## src/rtl/decode_pkg.sv

```systemverilog
// Shared state encoding and constants for the 4x4 block decode burst sequencer.
package decode_pkg;

    typedef enum logic [2:0] {
        ST_INIT  = 3'd0,
        ST_IDLE  = 3'd1,
        ST_WAIT  = 3'd2,
        ST_BURST = 3'd3,
        ST_GAP   = 3'd4,
        ST_DONE  = 3'd5
    } seq_state_t;

    localparam int         BLK_LEN   = 16;
    localparam int         BEAT_W    = 4;
    localparam logic [4:0] BLK_LEVEL = 5'd16;

    // A zero-length frame is promoted to a single block.
    function automatic logic [15:0] norm_blks(input logic [15:0] n);
        logic [15:0] r;
        if (n == 16'd0) begin
            r = 16'd1;
        end else begin
            r = n;
        end
        return r;
    endfunction

endpackage

```

## src/rtl/decode_seq_tpg.sv

```systemverilog
// Ramp test-pattern source: emits beat+1 one cycle after the beat, matching FIFO read latency.
module decode_seq_tpg
    import decode_pkg::*;
(
    input  logic              clk,
    input  logic              rst_n,
    input  logic [BEAT_W-1:0] beat,
    output logic [7:0]        ramp
);

    // Register the ramp value so it lines up with src_data timing.
    always_ff @(posedge clk or negedge rst_n) begin
        if (!rst_n) begin
            ramp <= 8'd0;
        end else begin
            ramp <= 8'(beat) + 8'd1;
        end
    end

endmodule

```

## src/rtl/decode_burst_seq.sv

```systemverilog
// Burst sequencer feeding decode_4x4 with gap-separated 16-beat bursts, one per block.
// Optional ramp test source is built only when DECODE_SEQ_TESTPAT_EN is defined.
module decode_burst_seq
    import decode_pkg::*;
#(
    parameter int START_DLY = 400,
    parameter int GAP       = 2
) (
    input  logic        clk,
    input  logic        rst_n,
    input  logic        start,
    input  logic [15:0] frame_blks,
    input  logic        test_mode,
    input  logic [4:0]  src_level,
    input  logic [7:0]  src_data,
    output logic        src_rd,
    output logic [7:0]  dec_data,
    output logic        dec_de,
    output logic        busy,
    output logic [15:0] blk_cnt,
    output logic        frame_done
);

    localparam logic [15:0]       INIT_LAST = 16'(START_DLY - 1);
    localparam logic [3:0]        GAP_LAST  = 4'(GAP - 1);
    localparam logic [BEAT_W-1:0] BEAT_LAST = BEAT_W'(BLK_LEN - 1);

    seq_state_t        state_r;
    logic [15:0]       init_cnt_r;
    logic [3:0]        gap_cnt_r;
    logic [BEAT_W-1:0] beat_r;
    logic [15:0]       blks_r;
    logic              burst_r;
    logic              tp_r;
    logic              rd_d1_r;
    logic              tp_sel_s;

`ifdef DECODE_SEQ_TESTPAT_EN
    logic       tp_d1_r;
    logic [7:0] ramp_s;

    assign tp_sel_s = test_mode;

    decode_seq_tpg u_tpg (
        .clk   (clk),
        .rst_n (rst_n),
        .beat  (beat_r),
        .ramp  (ramp_s)
    );
`else
    logic unused_s;

    assign tp_sel_s = 1'b0;
    assign unused_s = test_mode ^ tp_r;
`endif

    // Sequencer FSM; every output it drives is registered here.
    always_ff @(posedge clk or negedge rst_n) begin
        if (!rst_n) begin
            state_r    <= ST_INIT;
            init_cnt_r <= 16'd0;
            gap_cnt_r  <= 4'd0;
            beat_r     <= '0;
            blks_r     <= 16'd1;
            blk_cnt    <= 16'd0;
            burst_r    <= 1'b0;
            tp_r       <= 1'b0;
            src_rd     <= 1'b0;
            busy       <= 1'b1;
            frame_done <= 1'b0;
        end else begin
            frame_done <= 1'b0;
            case (state_r)
                ST_INIT: begin
                    if (init_cnt_r == INIT_LAST) begin
                        init_cnt_r <= 16'd0;
                        busy       <= 1'b0;
                        state_r    <= ST_IDLE;
                    end else begin
                        init_cnt_r <= init_cnt_r + 16'd1;
                    end
                end
                ST_IDLE: begin
                    if (start) begin
                        blks_r  <= norm_blks(frame_blks);
                        blk_cnt <= 16'd0;
                        busy    <= 1'b1;
                        state_r <= ST_WAIT;
                    end else begin
                        busy <= 1'b0;
                    end
                end
                ST_WAIT: begin
                    // Source choice is frozen for the whole burst.
                    if ((src_level >= BLK_LEVEL) || tp_sel_s) begin
                        beat_r  <= '0;
                        burst_r <= 1'b1;
                        tp_r    <= tp_sel_s;
                        src_rd  <= ~tp_sel_s;
                        state_r <= ST_BURST;
                    end else begin
                        state_r <= ST_WAIT;
                    end
                end
                ST_BURST: begin
                    beat_r <= beat_r + {{(BEAT_W-1){1'b0}}, 1'b1};
                    if (beat_r == BEAT_LAST) begin
                        burst_r <= 1'b0;
                        src_rd  <= 1'b0;
                        blk_cnt <= blk_cnt + 16'd1;
                        if ((blk_cnt + 16'd1) == blks_r) begin
                            frame_done <= 1'b1;
                            state_r    <= ST_DONE;
                        end else begin
                            gap_cnt_r <= 4'd0;
                            state_r   <= ST_GAP;
                        end
                    end else begin
                        state_r <= ST_BURST;
                    end
                end
                ST_GAP: begin
                    if (gap_cnt_r == GAP_LAST) begin
                        state_r <= ST_WAIT;
                    end else begin
                        gap_cnt_r <= gap_cnt_r + 4'd1;
                    end
                end
                ST_DONE: begin
                    busy    <= 1'b0;
                    state_r <= ST_IDLE;
                end
                default: begin
                    burst_r <= 1'b0;
                    src_rd  <= 1'b0;
                    busy    <= 1'b1;
                    state_r <= ST_INIT;
                end
            endcase
        end
    end

    // Two-stage decoder pipeline: de follows the burst by 2, data is the read data registered.
    always_ff @(posedge clk or negedge rst_n) begin
        if (!rst_n) begin
            rd_d1_r  <= 1'b0;
            dec_de   <= 1'b0;
            dec_data <= 8'd0;
`ifdef DECODE_SEQ_TESTPAT_EN
            tp_d1_r  <= 1'b0;
`endif
        end else begin
            rd_d1_r <= burst_r;
            dec_de  <= rd_d1_r;
`ifdef DECODE_SEQ_TESTPAT_EN
            tp_d1_r  <= burst_r & tp_r;
            dec_data <= tp_d1_r ? ramp_s : src_data;
`else
            dec_data <= src_data;
`endif
        end
    end

endmodule

```

## config.mk

```make
export PLATFORM = sky130hd
export DESIGN_NAME = decode_burst_seq
export DESIGN_NICKNAME = d
export VERILOG_FILES = /design/src/rtl/decode_pkg.sv /design/src/rtl/decode_seq_tpg.sv /design/src/rtl/decode_burst_seq.sv
export SDC_FILE = /design/constraint.sdc
export NUM_CORES = 1
export LEC_CHECK = 0
export ABC_AREA = 1
export BUFFER_PORTS_ARGS = -buffer_cell sky130_fd_sc_hd__buf_2
export CAP_MARGIN = 30
export CORE_MARGIN = 3
export CORE_UTILIZATION = 55
export DETAILED_ROUTE_END_ITERATION = 7
export PLACE_DENSITY = 0.78
export SYNTH_ARGS = -nofsm -noshare
export SYNTH_HDL_FRONTEND = slang
export SYNTH_HIERARCHICAL = 1
export SYNTH_SLANG_ARGS = --single-unit
```

## constraint.sdc

```tcl
create_clock -name clk -period 2.25 [get_ports clk]
set_input_delay 0.45 -clock clk [delete_from_list [all_inputs] [get_ports clk]]
set_output_delay 0.45 -clock clk [all_outputs]
set_load 0.01 [all_outputs]
```

## After elaboration in Yosys (flattened, before gate mapping)

Cells that the tools add are included.

| storage, ports and cells | value |
|---|---|
| output and inout bits | 28 |
| input bits | 33 |
| flip-flop bits (word level) | 72 |

| cells by class | value |
|---|---|
| magnitude comparators | 1 |
| bitwise operators | 2 |
| add/sub/neg operators | 4 |
| reductions and logical operators | 14 |
| muxes and demuxes | 27 |
| equality and inequality tests | 16 |

Operators with widths:

| cell | count |
|---|---|
| 16-bit 2-to-1 mux | 4 |
| 16-bit by 1-bit adder with 16-bit output (second input constant) | 2 |
| 16-bit one-hot mux with 2 select lines | 1 |
| 3-bit one-hot mux with 6 select lines | 1 |
| 16-bit equality test | 1 |
| 16-bit by 9-bit equality test with 1-bit output (second input constant) | 1 |
| 16-bit logical NOT | 1 |
| 4-bit 2-to-1 mux | 4 |
| 4-bit one-hot mux with 2 select lines | 2 |
| 2-bit != test (second input constant) | 7 |
| 3-bit 2-to-1 mux | 4 |
| 1-bit 2-to-1 mux | 9 |
| 3-bit AND reduction | 3 |
| 4-bit by 1-bit adder with 4-bit output (second input constant) | 2 |
| 3-bit by 2-bit equality test with 1-bit output (second input constant) | 2 |
| 3-bit equality test (second input constant) | 2 |
| 2-bit AND reduction | 3 |
| 2-bit nonzero test | 3 |
| 5-bit >= comparator (second input constant) | 1 |
| 4-bit by 1-bit equality test with 1-bit output (second input constant) | 1 |
| 4-bit equality test (second input constant) | 1 |
| 1-bit one-hot mux with 4 select lines | 1 |
| 4-bit AND reduction | 1 |
| 4-bit OR reduction | 1 |
| 5 further kinds | 6 |

## Depth between registers and ports, before layout

| depth | value |
|---|---|
| word-level depth | 5 |
| mapped depth | 15 |
| depth with buffers taken out | 15 |

## Worst setup path before layout

OpenSTA, ideal clock, no wires.

| timing path | value |
|---|---|
| path type | register to register |
| start | register blk_cnt[0] |
| end | register gap_cnt_r[0] |
| data required time | 2.133 ns |
| path buffers | 0 |
| path slack | 0.379 ns |
| data arrival time | 1.754 ns |
| clock period less this slack | 1.871 ns |
| stages on the path, launching flop included | 13 |
| path through | dfrtp_1 > ha_1 > nand2_1 > nor2_4 > nand4_1 > nand2_1 > nand2_1 > nand2_1 > nand3_1 > nor2_4 > nand3_4 > nand4_1 > nand2_1 |

| between the ends | value |
|---|---|
| longest elaborated chain between the ends | 4 |

RTL lines:

| what | line | source |
|---|---|---|
| start: declaration | decode_burst_seq.sv:20 | `output logic [15:0] blk_cnt,` |
| start signal: assignment | decode_burst_seq.sv:110 | `blk_cnt <= blk_cnt + 16'd1;` |
| 16-bit by 1-bit adder with 16-bit output | decode_burst_seq.sv:111 | `if ((blk_cnt + 16'd1) == blks_r) begin` |
| 16-bit equality test | decode_burst_seq.sv:111 |  |
| 2-bit != test (no line) | n/a |  |
| 4-bit AND reduction (no line) | n/a |  |
| end signal: assignment | decode_burst_seq.sv:126 | `gap_cnt_r <= gap_cnt_r + 4'd1;` |
| end: declaration | decode_burst_seq.sv:30 | `logic [3:0] gap_cnt_r;` |

Every way passes these cells.
A chain may end at the register's enable or synchronous reset.

## Worst setup path in the final report

| timing path | value |
|---|---|
| start | register blk_cnt[1] |
| end | register gap_cnt_r[1] |

The elaborated chain is that of the path after synthesis.

==> results.ini <==
[logic_synthesis]
syn_inst=468
netlist_area_sq_um=3751
synth_fp_nets=506
ys.flop_type=dfrtp_1
synthTopCellsByArea=dfrtp_1, nand2_1, inv_1
synth_area_per_cell_sq_um=8.015
synth_top_cell_by_area=dfrtp_1
yosys.area.top_type_share_pct=46.70
ys_ff_latch=72
async_flop_share_pct=100.0
synth-seq-area-share_pct=48.10
synth_edf_count=0
ys_types=33
yosysWarnings=6

[setup_path]
r2r_end=gap_cnt_r[1]
reg2reg_depth=14
start_kind=flop
ff2ff_setup_slack_ns=0.17
crit_required_ns=2.53
endpoint=gap_cnt_r[1]
cp_max_fo=8
critPathLaunch=blk_cnt[1]
worstSetupEndpointType=flop
path_class=reg2reg
worstPathArrival_ns=2.36
r2r-start=blk_cnt[1]

[floorplanning]
io_pins=61
start_util_pct=57.75
dieWidth_microns=88.59
die_y_microns=88.59
dieArea_sq_um=7847
rows=29
core_sq_um=6495

[route]
detail-route-antenna-nets=0
routed_wl_mm=9.155
viasPerCell=5.721
wl_per_cell_microns=14.84
vias=3530
drt_iter0_drc=293
drc=0
dr.pass1.iters=5

[placement]
pre_cts_ws_ns=0.1631
dp_hpwl_mm=6.402
dpl.cell_count=600
numPortBuffers=55
place.gp.congestion=0.8836

[power]
power_density_nw_per_um2=924.7
ir_worst_vdd_uv=724.5
p_leak_nw=2.139

[final_layout]
stdcell_count=617
n_antenna_cell=0
layout_commonest_cell=nand2_1
nets=573
mostFrequentLayoutCells=nand2_1, dfrtp_1, inv_1, buf_2, nand3_1
synthToLayoutAreaGrowth_pct=17.65
drive_above_1_share_pct=18.33

[global_routing]
grt_pass1_wl_mm=15.48
grt_usage_pct=25.62
grt_start_max_net_pins=73
busiest_layer=met2
grtUsageMet2_pct=40.52
grt_pass1_vias=3310
grtUsageMet3_pct=6.518
overflow=0
antenna_found_initial=0
met1_usage_pct=34.92

[sta]
finalSetupViolCount=0
fin_crit_sh_pct=92.26
whs_ns=0.08691
tns_ns=0
setup_ws_ns=0.1741
max_freq_mhz=481.7
grt_setup_unrepaired=no
fin_skew_ns=0.008210
worstMarginPinSlew_ns=0.5328
period_needed_ns=2.076
slew_headroom_pct=64.44
maxSlewViolCount=0
hold_viol_final=0

[cts]
cts-root-buf=clkbuf_8
clk_pin_slew_ns=0.08
clock_sinks=72
htreeDepth=3
ctsLongestPathBuffers=2
cts_tree=yes
clk_latency_ns=0.35
cts_buffers=9

[status]
outcome=finished clean

[min_path]
hold_class=in2async

[job]
drv_cap=0

## worst max-delay path: stages, from the launching register on
cell     delay [ns]
dfrtp_1        0.42
ha_1           0.25
nand2_2        0.11
nor2_4         0.16
buf_12         0.13
nand4_1        0.10
nand2_1        0.13
nand2_1        0.07
nand2_1        0.06
nand3_1        0.11
nor2_4         0.12
nand3_4        0.12
nand3_4        0.10
nand2_1        0.05
nand2_1        0.06
## what timing repair did
action                                  in CTS  in global routing
setup buffers                                0                  1
gates resized for setup                      0                  7
endpoints found under the setup margin       0                  7
hold buffers                                 0                  0
## Yosys cell counts, drive strengths merged, types with 2 or more instances
master,count
inv,56
clkbuf,5
nor2,45
nand3b,7
nor3,10
a22o,2
nand3,42
nand4,15
dfstp,2
xnor2,5
o22ai,11
nor4,7
nand2,139
xor2,6
dfrtp,70
a21oi,7
o21ai,22
a31oi,4
ha,5
## logic make-up (layout without fill, tap and decap cells)
kind of cell	Yosys count	count (layout)	synth area share [%]
and+or+nand+nor	266	266	32.89
DFF	72	72	48.10
buffers and inverters	62	134	6.237
AOI/OAI and AO/OA	50	50	7.639
xor gates and xnor gates	12	12	3.169
adders and majority gates	5	5	1.668
muxes	1	1	0.3002
## layer usage
metal	vias up	part of all wire [%]
li1	1683	-
met1	1662	43
met2	166	47
met3	19	8.6
met4	0	1.7
met5	-	0
## where the power goes
part | switching [mW] | total, mW | internal [mW]
clock network | 0.492 | 1.12 | 0.625
logic | 0.702 | 1.15 | 0.443
registers | 0.219 | 1.82 | 1.60
total | 1.41 | 4.08 | 2.67
## worst min path at each step
stage / startpoint / endpoint / slack [ns] / cells past startpoint
after floorplan: rst_n / beat_r[0] / 0.15 / 0
after global placement: rd_d1_r / dec_de / 0.34 / 0
after detailed placement: rd_d1_r / dec_de / 0.34 / 0
after CTS: rst_n / blk_cnt[10] / 0.13 / 2
after global routing: rst_n / blk_cnt[5] / 0.12 / 2
final: rst_n / blk_cnt[14] / 0.09 / 2
## sequential cells by signal, indices dropped and copies added (netlist names)
name and flops:
beat_r 4, blk_cnt 16, blks_r 16, burst_r 1
busy 1, dec_data 8, dec_de 1, frame_done 1
gap_cnt_r 4, init_cnt_r 16, rd_d1_r 1, state_r 3
## through the flow
| step | cell area (sq um) | power [mW] | util, % |
|---|---|---|---|
| 2_1_floorplan | 3751 | 2.619 | - |
| 3_3_place_gp | 4156 | 2.920 | 64.00 |
| 3_5_place_dp | 4156 | 2.974 | 64.00 |
| 4_1_cts | 4369 | 4.087 | 67.27 |
| 5_1_grt | 4413 | 4.368 | 67.94 |
| 6_report | 4413 | 4.081 | 67.94 |
## layout make-up
type / instances / area, sq um
fillers: 528 / 2082
flip-flops and latches: 72 / 1804
multi-input cells: 334 / 1737
repair buffers: 62 / 352.8
inverters: 56 / 210.2
clock buffers: 11 / 131.4
well taps: 77 / 96.34
clock inverters: 5 / 81.33
No activity file was read; power rests on OpenSTA's default activity.
